File: config.mk
export PLATFORM = sky130hd
export DESIGN_NAME = hazard_ctrl
export DESIGN_NICKNAME = d
export VERILOG_FILES = /design/src/rtl/hazard_ctrl.sv
export SDC_FILE = /design/constraint.sdc
export NUM_CORES = 1
export LEC_CHECK = 0
export BUFFER_PORTS_ARGS = -buffer_cell sky130_fd_sc_hd__buf_2
export CAP_MARGIN = 40
export CORE_ASPECT_RATIO = 0.7
export CORE_MARGIN = 4
export CORE_UTILIZATION = 45
export DETAILED_ROUTE_END_ITERATION = 8
export GPL_TIMING_DRIVEN = 0
export MAX_ROUTING_LAYER = met4
export PLACE_DENSITY = 0.76
export SYNTH_ARGS = -nofsm -noshare
export SYNTH_HDL_FRONTEND = slang
export SYNTH_SLANG_ARGS = --single-unit
File: constraint.sdc
create_clock -name clk -period 3.45 [get_ports clk]
set_input_delay 0.8625 -clock clk [delete_from_list [all_inputs] [get_ports clk]]
set_output_delay 0.8625 -clock clk [all_outputs]
set_load 0.01 [all_outputs]
File: src/rtl/hazard_ctrl.sv
// Pipeline hazard control: memory-wait stall, branch flush and load-use bubble, plus operand forwarding.
// Stall/flush decisions are combinational; a 3-state FSM sequences multi-cycle stalls; counters saturate.
module hazard_ctrl (
  input  logic        clk,
  input  logic        rst,
  input  logic [4:0]  rs1_d,
  input  logic [4:0]  rs2_d,
  input  logic        rs1_need,
  input  logic        rs2_need,
  input  logic [4:0]  rd_e,
  input  logic        reg_we_e,
  input  logic [1:0]  wb_ctr_e,
  input  logic [4:0]  rd_m,
  input  logic        reg_we_m,
  input  logic [4:0]  rd_w,
  input  logic        reg_we_w,
  input  logic        branch_taken_e,
  input  logic        dmem_req,
  input  logic        dmem_ack,
  output logic        en_f,
  output logic        en_d,
  output logic        en_e,
  output logic        en_m,
  output logic        flush_d,
  output logic        flush_e,
  output logic [1:0]  fwd_a,
  output logic [1:0]  fwd_b,
  output logic [1:0]  state,
  output logic [15:0] stall_cnt,
  output logic [15:0] flush_cnt
);

  localparam logic [1:0] S_RUN       = 2'b00;
  localparam logic [1:0] S_LU_BUBBLE = 2'b01;
  localparam logic [1:0] S_MEM_WAIT  = 2'b10;

  logic [1:0] state_nxt;
  logic       mem_stall;
  logic       load_use;

  // Once in MEM_WAIT the stall persists until ack, whether or not the request is still shown.
  assign mem_stall = !dmem_ack && (dmem_req || (state == S_MEM_WAIT));

  assign load_use = reg_we_e && (wb_ctr_e == 2'b01) && (rd_e != 5'd0) &&
                    ((rs1_need && (rs1_d == rd_e)) || (rs2_need && (rs2_d == rd_e)));

  always_comb begin
    en_f      = 1'b1;
    en_d      = 1'b1;
    en_e      = 1'b1;
    en_m      = 1'b1;
    flush_d   = 1'b0;
    flush_e   = 1'b0;
    state_nxt = S_RUN;
    if (!rst) begin
      en_f    = 1'b0;
      en_d    = 1'b0;
      en_e    = 1'b0;
      en_m    = 1'b0;
      flush_d = 1'b1;
      flush_e = 1'b1;
    end else if (mem_stall) begin
      en_f      = 1'b0;
      en_d      = 1'b0;
      en_e      = 1'b0;
      en_m      = 1'b0;
      state_nxt = S_MEM_WAIT;
    end else if (branch_taken_e) begin
      flush_d = 1'b1;
      flush_e = 1'b1;
    end else if (load_use && (state == S_RUN)) begin
      en_f      = 1'b0;
      en_d      = 1'b0;
      flush_e   = 1'b1;
      state_nxt = S_LU_BUBBLE;
    end
  end

  function automatic logic [1:0] fwd_sel(input logic [4:0] rs,
                                         input logic [4:0] m_rd, input logic m_we,
                                         input logic [4:0] w_rd, input logic w_we);
    if (rs == 5'd0)                 return 2'b00;
    else if (m_we && (m_rd == rs))  return 2'b01;
    else if (w_we && (w_rd == rs))  return 2'b10;
    else                            return 2'b00;
  endfunction

  assign fwd_a = rst ? fwd_sel(rs1_d, rd_m, reg_we_m, rd_w, reg_we_w) : 2'b00;
  assign fwd_b = rst ? fwd_sel(rs2_d, rd_m, reg_we_m, rd_w, reg_we_w) : 2'b00;

  always_ff @(posedge clk) begin
    if (!rst) begin
      state     <= S_RUN;
      stall_cnt <= 16'd0;
      flush_cnt <= 16'd0;
    end else begin
      state <= state_nxt;
      if (!en_d && (stall_cnt != 16'hFFFF))
        stall_cnt <= stall_cnt + 16'd1;
      if (flush_d && (flush_cnt != 16'hFFFF))
        flush_cnt <= flush_cnt + 16'd1;
    end
  end

endmodule

==> flow_summary_export.csv <==
group,metric,value,unit
outcome,outcome,"completed",
detailed_routing,drc,0,
synth,syn_avg_cell_area,8.183,sq um
synth,synth_area_leaders,"dfxtp_1 (32%), xnor2_1 (14%), nand3_1 (4.7%), or4_1 (4.2%), a21oi_1 (4.0%)",
timing,maxSlewViolCount,0,
detailed_routing,drt_iter0_drc,95,
die,die_h,65.64,um
timing,finalSetupViolations,0,
timing,rsz0062_at_grt,"false",
detailed_routing,postRouteAntennaNets,0,
flow_run,max_cap_viol_count,0,
timing,relSlewSlack,0.6607,
critical_path,worstReg2RegEnd,"stall_cnt[10]",
power_and_ir_drop,p_sw_frac,0.2724,
timing,max_freq,0.3074,GHz
critical_path,regToRegSetupSlack,1.23,ns
synth,synthArstFlopShare,0,
synth,yosys_warnings,0,
die,pin_count,81,
timing,hold_slack,0.4902,ns
timing,min_period_over_period,0.9428,
cts,clk_latency,0.28,ns
timing,tightest_slew,0.5090,ns
cts,clkTransAtPathRegs,0.07,ns
die,num_rows,20,
place,dp.cells,396,
synth,ys_types,38,
critical_path,cp_cell_sequence,"buf_2 > or4_1 > a21oi_2 > a31o_2 > inv_2 > buf_4 > buf_2",
place,dp_hpwl,4547,um
critical_path,crit_path_start_kind,"input pin",
cts,holdBufCountCts,0,
critical_path,timing_worst_setup_path_type,"input pin to output pin",
die,die_x,90.34,um
cts,cts_buffer_depth,2,
min_path,hp-class,"flip-flop to flip-flop",
synth,synth_area,0.002136,sq mm
final_layout,layout_commonest_cell,"buf_2",
cts,postCtsSetupBuffers,0,
die,initial_core_util,0.4795,
die,dieArea,0.005930,sq mm
grt,grt_pass1_wl,9708,um
final_layout,final_net_count,385,
power_and_ir_drop,seq_power_share,0.497,
critical_path,end_kind,"output pin",
cts,clkSinkCount,34,
critical_path,crit_fanout,29,
grt,grt_use_total,0.2059,
die,core_area,0.004454,sq mm
timing,finalHoldViolations,0,
grt,grt_max_degree,21,
synth,ys_seq_elements,34,
cts,cts_buffers,5,
power_and_ir_drop,p_switching,223.5,uW
critical_path,cp_slowest_cell,"or4_1",
min_path,min_path_cells,2,
synth,synth_top_area_frac,0.3187,
cts,cts_tree,"yes",
cts,cts_root_buf,"clkbuf_8",
grt,grt_antenna_before_repair,0,
timing,finalCriticalPeriod,3.253,ns
detailed_routing,wl_per_cell,14.22,um
detailed_routing,firstDrtPassIters,4,
critical_path,worstPathRequired,2.59,ns
synth,synth-edff-count,0,
detailed_routing,vias,2232,
final_layout,area_growth,25.95,%
synth,yosysTopAreaCell,"dfxtp_1",
power_and_ir_drop,p_clk_frac,0.333,
grt,grt-ovfl-total,0,
power_and_ir_drop,combinationalPowerShare,0.170,
synth,synthFlopType,"dfxtp_1",
power_and_ir_drop,pwr_density_cell,304.9,mW/mm^2
timing,skew,0.005737,ns
cts,htreeDepth,2,
power_and_ir_drop,p_leak,1.133,nW
power_and_ir_drop,peakVddDrop,0.0001810,V
detailed_routing,totalWireLength,5702,um
synth,syn_inst,261,
min_path,hold_path_end,"stall_cnt[14]",
final_layout,insertedDiodeCount,0,
critical_path,r2r-start,"state[1]",
timing,setup_tns,0,ns
final_layout,fin_cells,401,
synth,syn_nets,300,
final_layout,layout_common_cells,"buf_2 (81), xnor2_1 (35), dfxtp_1 (34)",
place,gp_congestion,0.8598,
critical_path,arrival,2.39,ns
power_and_ir_drop,p_total,820.2,uW
critical_path,cpPeakStageDelay,0.53,ns
min_path,min_from,"stall_cnt[14]",
place,port_buffers,80,
detailed_routing,vias_per_cell,5.566,
power_and_ir_drop,p_int,596.8,uW
synth,yosysSeqAreaShare,0.3187,
final_layout,layout-drive-gt1-share,0.2890,
critical_path,cp_common_cell,"buf_2",
critical_path,reg2reg_depth,6,
final_layout,fin_util,0.6039,
grt,grt_pass1_vias,2044,
-- flip-flops by register name (all words and copies together), names as in the netlist --
register / flops
flush_cnt: 16
state: 2
stall_cnt: 16
-- logic make-up (layout without fill, tap and decap cells) --
family | Yosys count | in the layout | synth area share
and+or+nand+nor | 120 | 120 | 0.3158
muxes | 2 | 2 | 0.009374
DFF | 34 | 34 | 0.3187
buffers and inverters | 20 | 105 | 0.05096
AOI/OAI and AO/OA | 40 | 40 | 0.1172
adders and majority gates | 2 | 2 | 0.01171
xor gates and xnor gates | 43 | 43 | 0.1763
-- layer usage --
metal | up-vias | routed length [um] | global-route usage
met5 | - | 0 | -
met4 | 0 | 30 | 0.04580
met3 | 6 | 346 | 0.03776
met2 | 73 | 2487 | 0.3116
met1 | 1027 | 2837 | 0.2876
li1 | 1126 | - | -
-- metrics by stage --
| stage | area, sq um | worst slack [ns] |
|---|---|---|
| floorplan | 2136 | 0.2775 |
| global placement | 2605 | -0.1708 |
| detailed placement | 2605 | -0.1576 |
| CTS | 2686 | 0.06247 |
| global route | 2690 | 0.03529 |
| finish | 2690 | 0.1974 |
-- power by group through the flow --
stage          logic, mW  registers (mW)  clock network [mW]
2_1_floorplan     0.0745           0.418                   0
3_3_place_gp       0.136           0.416                   0
3_5_place_dp       0.139           0.416                   0
4_1_cts            0.140           0.407               0.281
5_1_grt            0.157           0.409               0.304
6_report           0.139           0.408               0.274
-- critical path, delay by kind of cell --
kind / cells / cell delay (ns)
simple gates: 1 / 0.53
buf+inv: 4 / 0.58
compound gates: 2 / 0.40
-- area by class of cell --
| type | instances | area [sq um] |
|---|---|---|
| fill | 418 | 1764 |
| multi-input combinational | 207 | 1361 |
| sequential | 34 | 680.7 |
| timing repair buffer | 80 | 400.4 |
| buffer | 12 | 77.57 |
| clock buffer | 5 | 68.82 |
| tap | 55 | 68.82 |
| inverter | 6 | 22.52 |
| clock inverter | 2 | 10.01 |
-- what timing repair did --
action / in CTS / in global routing
resized for setup: 2 / 3
setup endpoints to repair: 3 / 2
pin swaps: 0 / 0
-- synthesized netlist by cell type, types with 5 or more instances --
cell	n
a21oi_1	17
and3_1	9
clkbuf_1	5
dfxtp_1	34
inv_1	5
nand2_1	16
nand3_1	20
nand4_1	7
nor2_1	20
nor3_1	6
nor3b_1	5
nor4_1	10
o21ai_0	5
o31ai_1	8
or4_1	12
xnor2_1	35
xor2_1	8
-- worst max-delay path by stage --
| stage | start | end | cells past startpoint |
|---|---|---|---|
| after floorplan | wb_ctr_e[1] | en_f | 7 |
| after global placement | rst | flush_d | 7 |
| after detailed placement | rst | flush_d | 7 |
| after CTS | rst | flush_d | 7 |
| after global routing | dmem_req | en_f | 7 |
| final | wb_ctr_e[1] | en_f | 7 |
No activity file was read; power rests on OpenSTA's default activity.
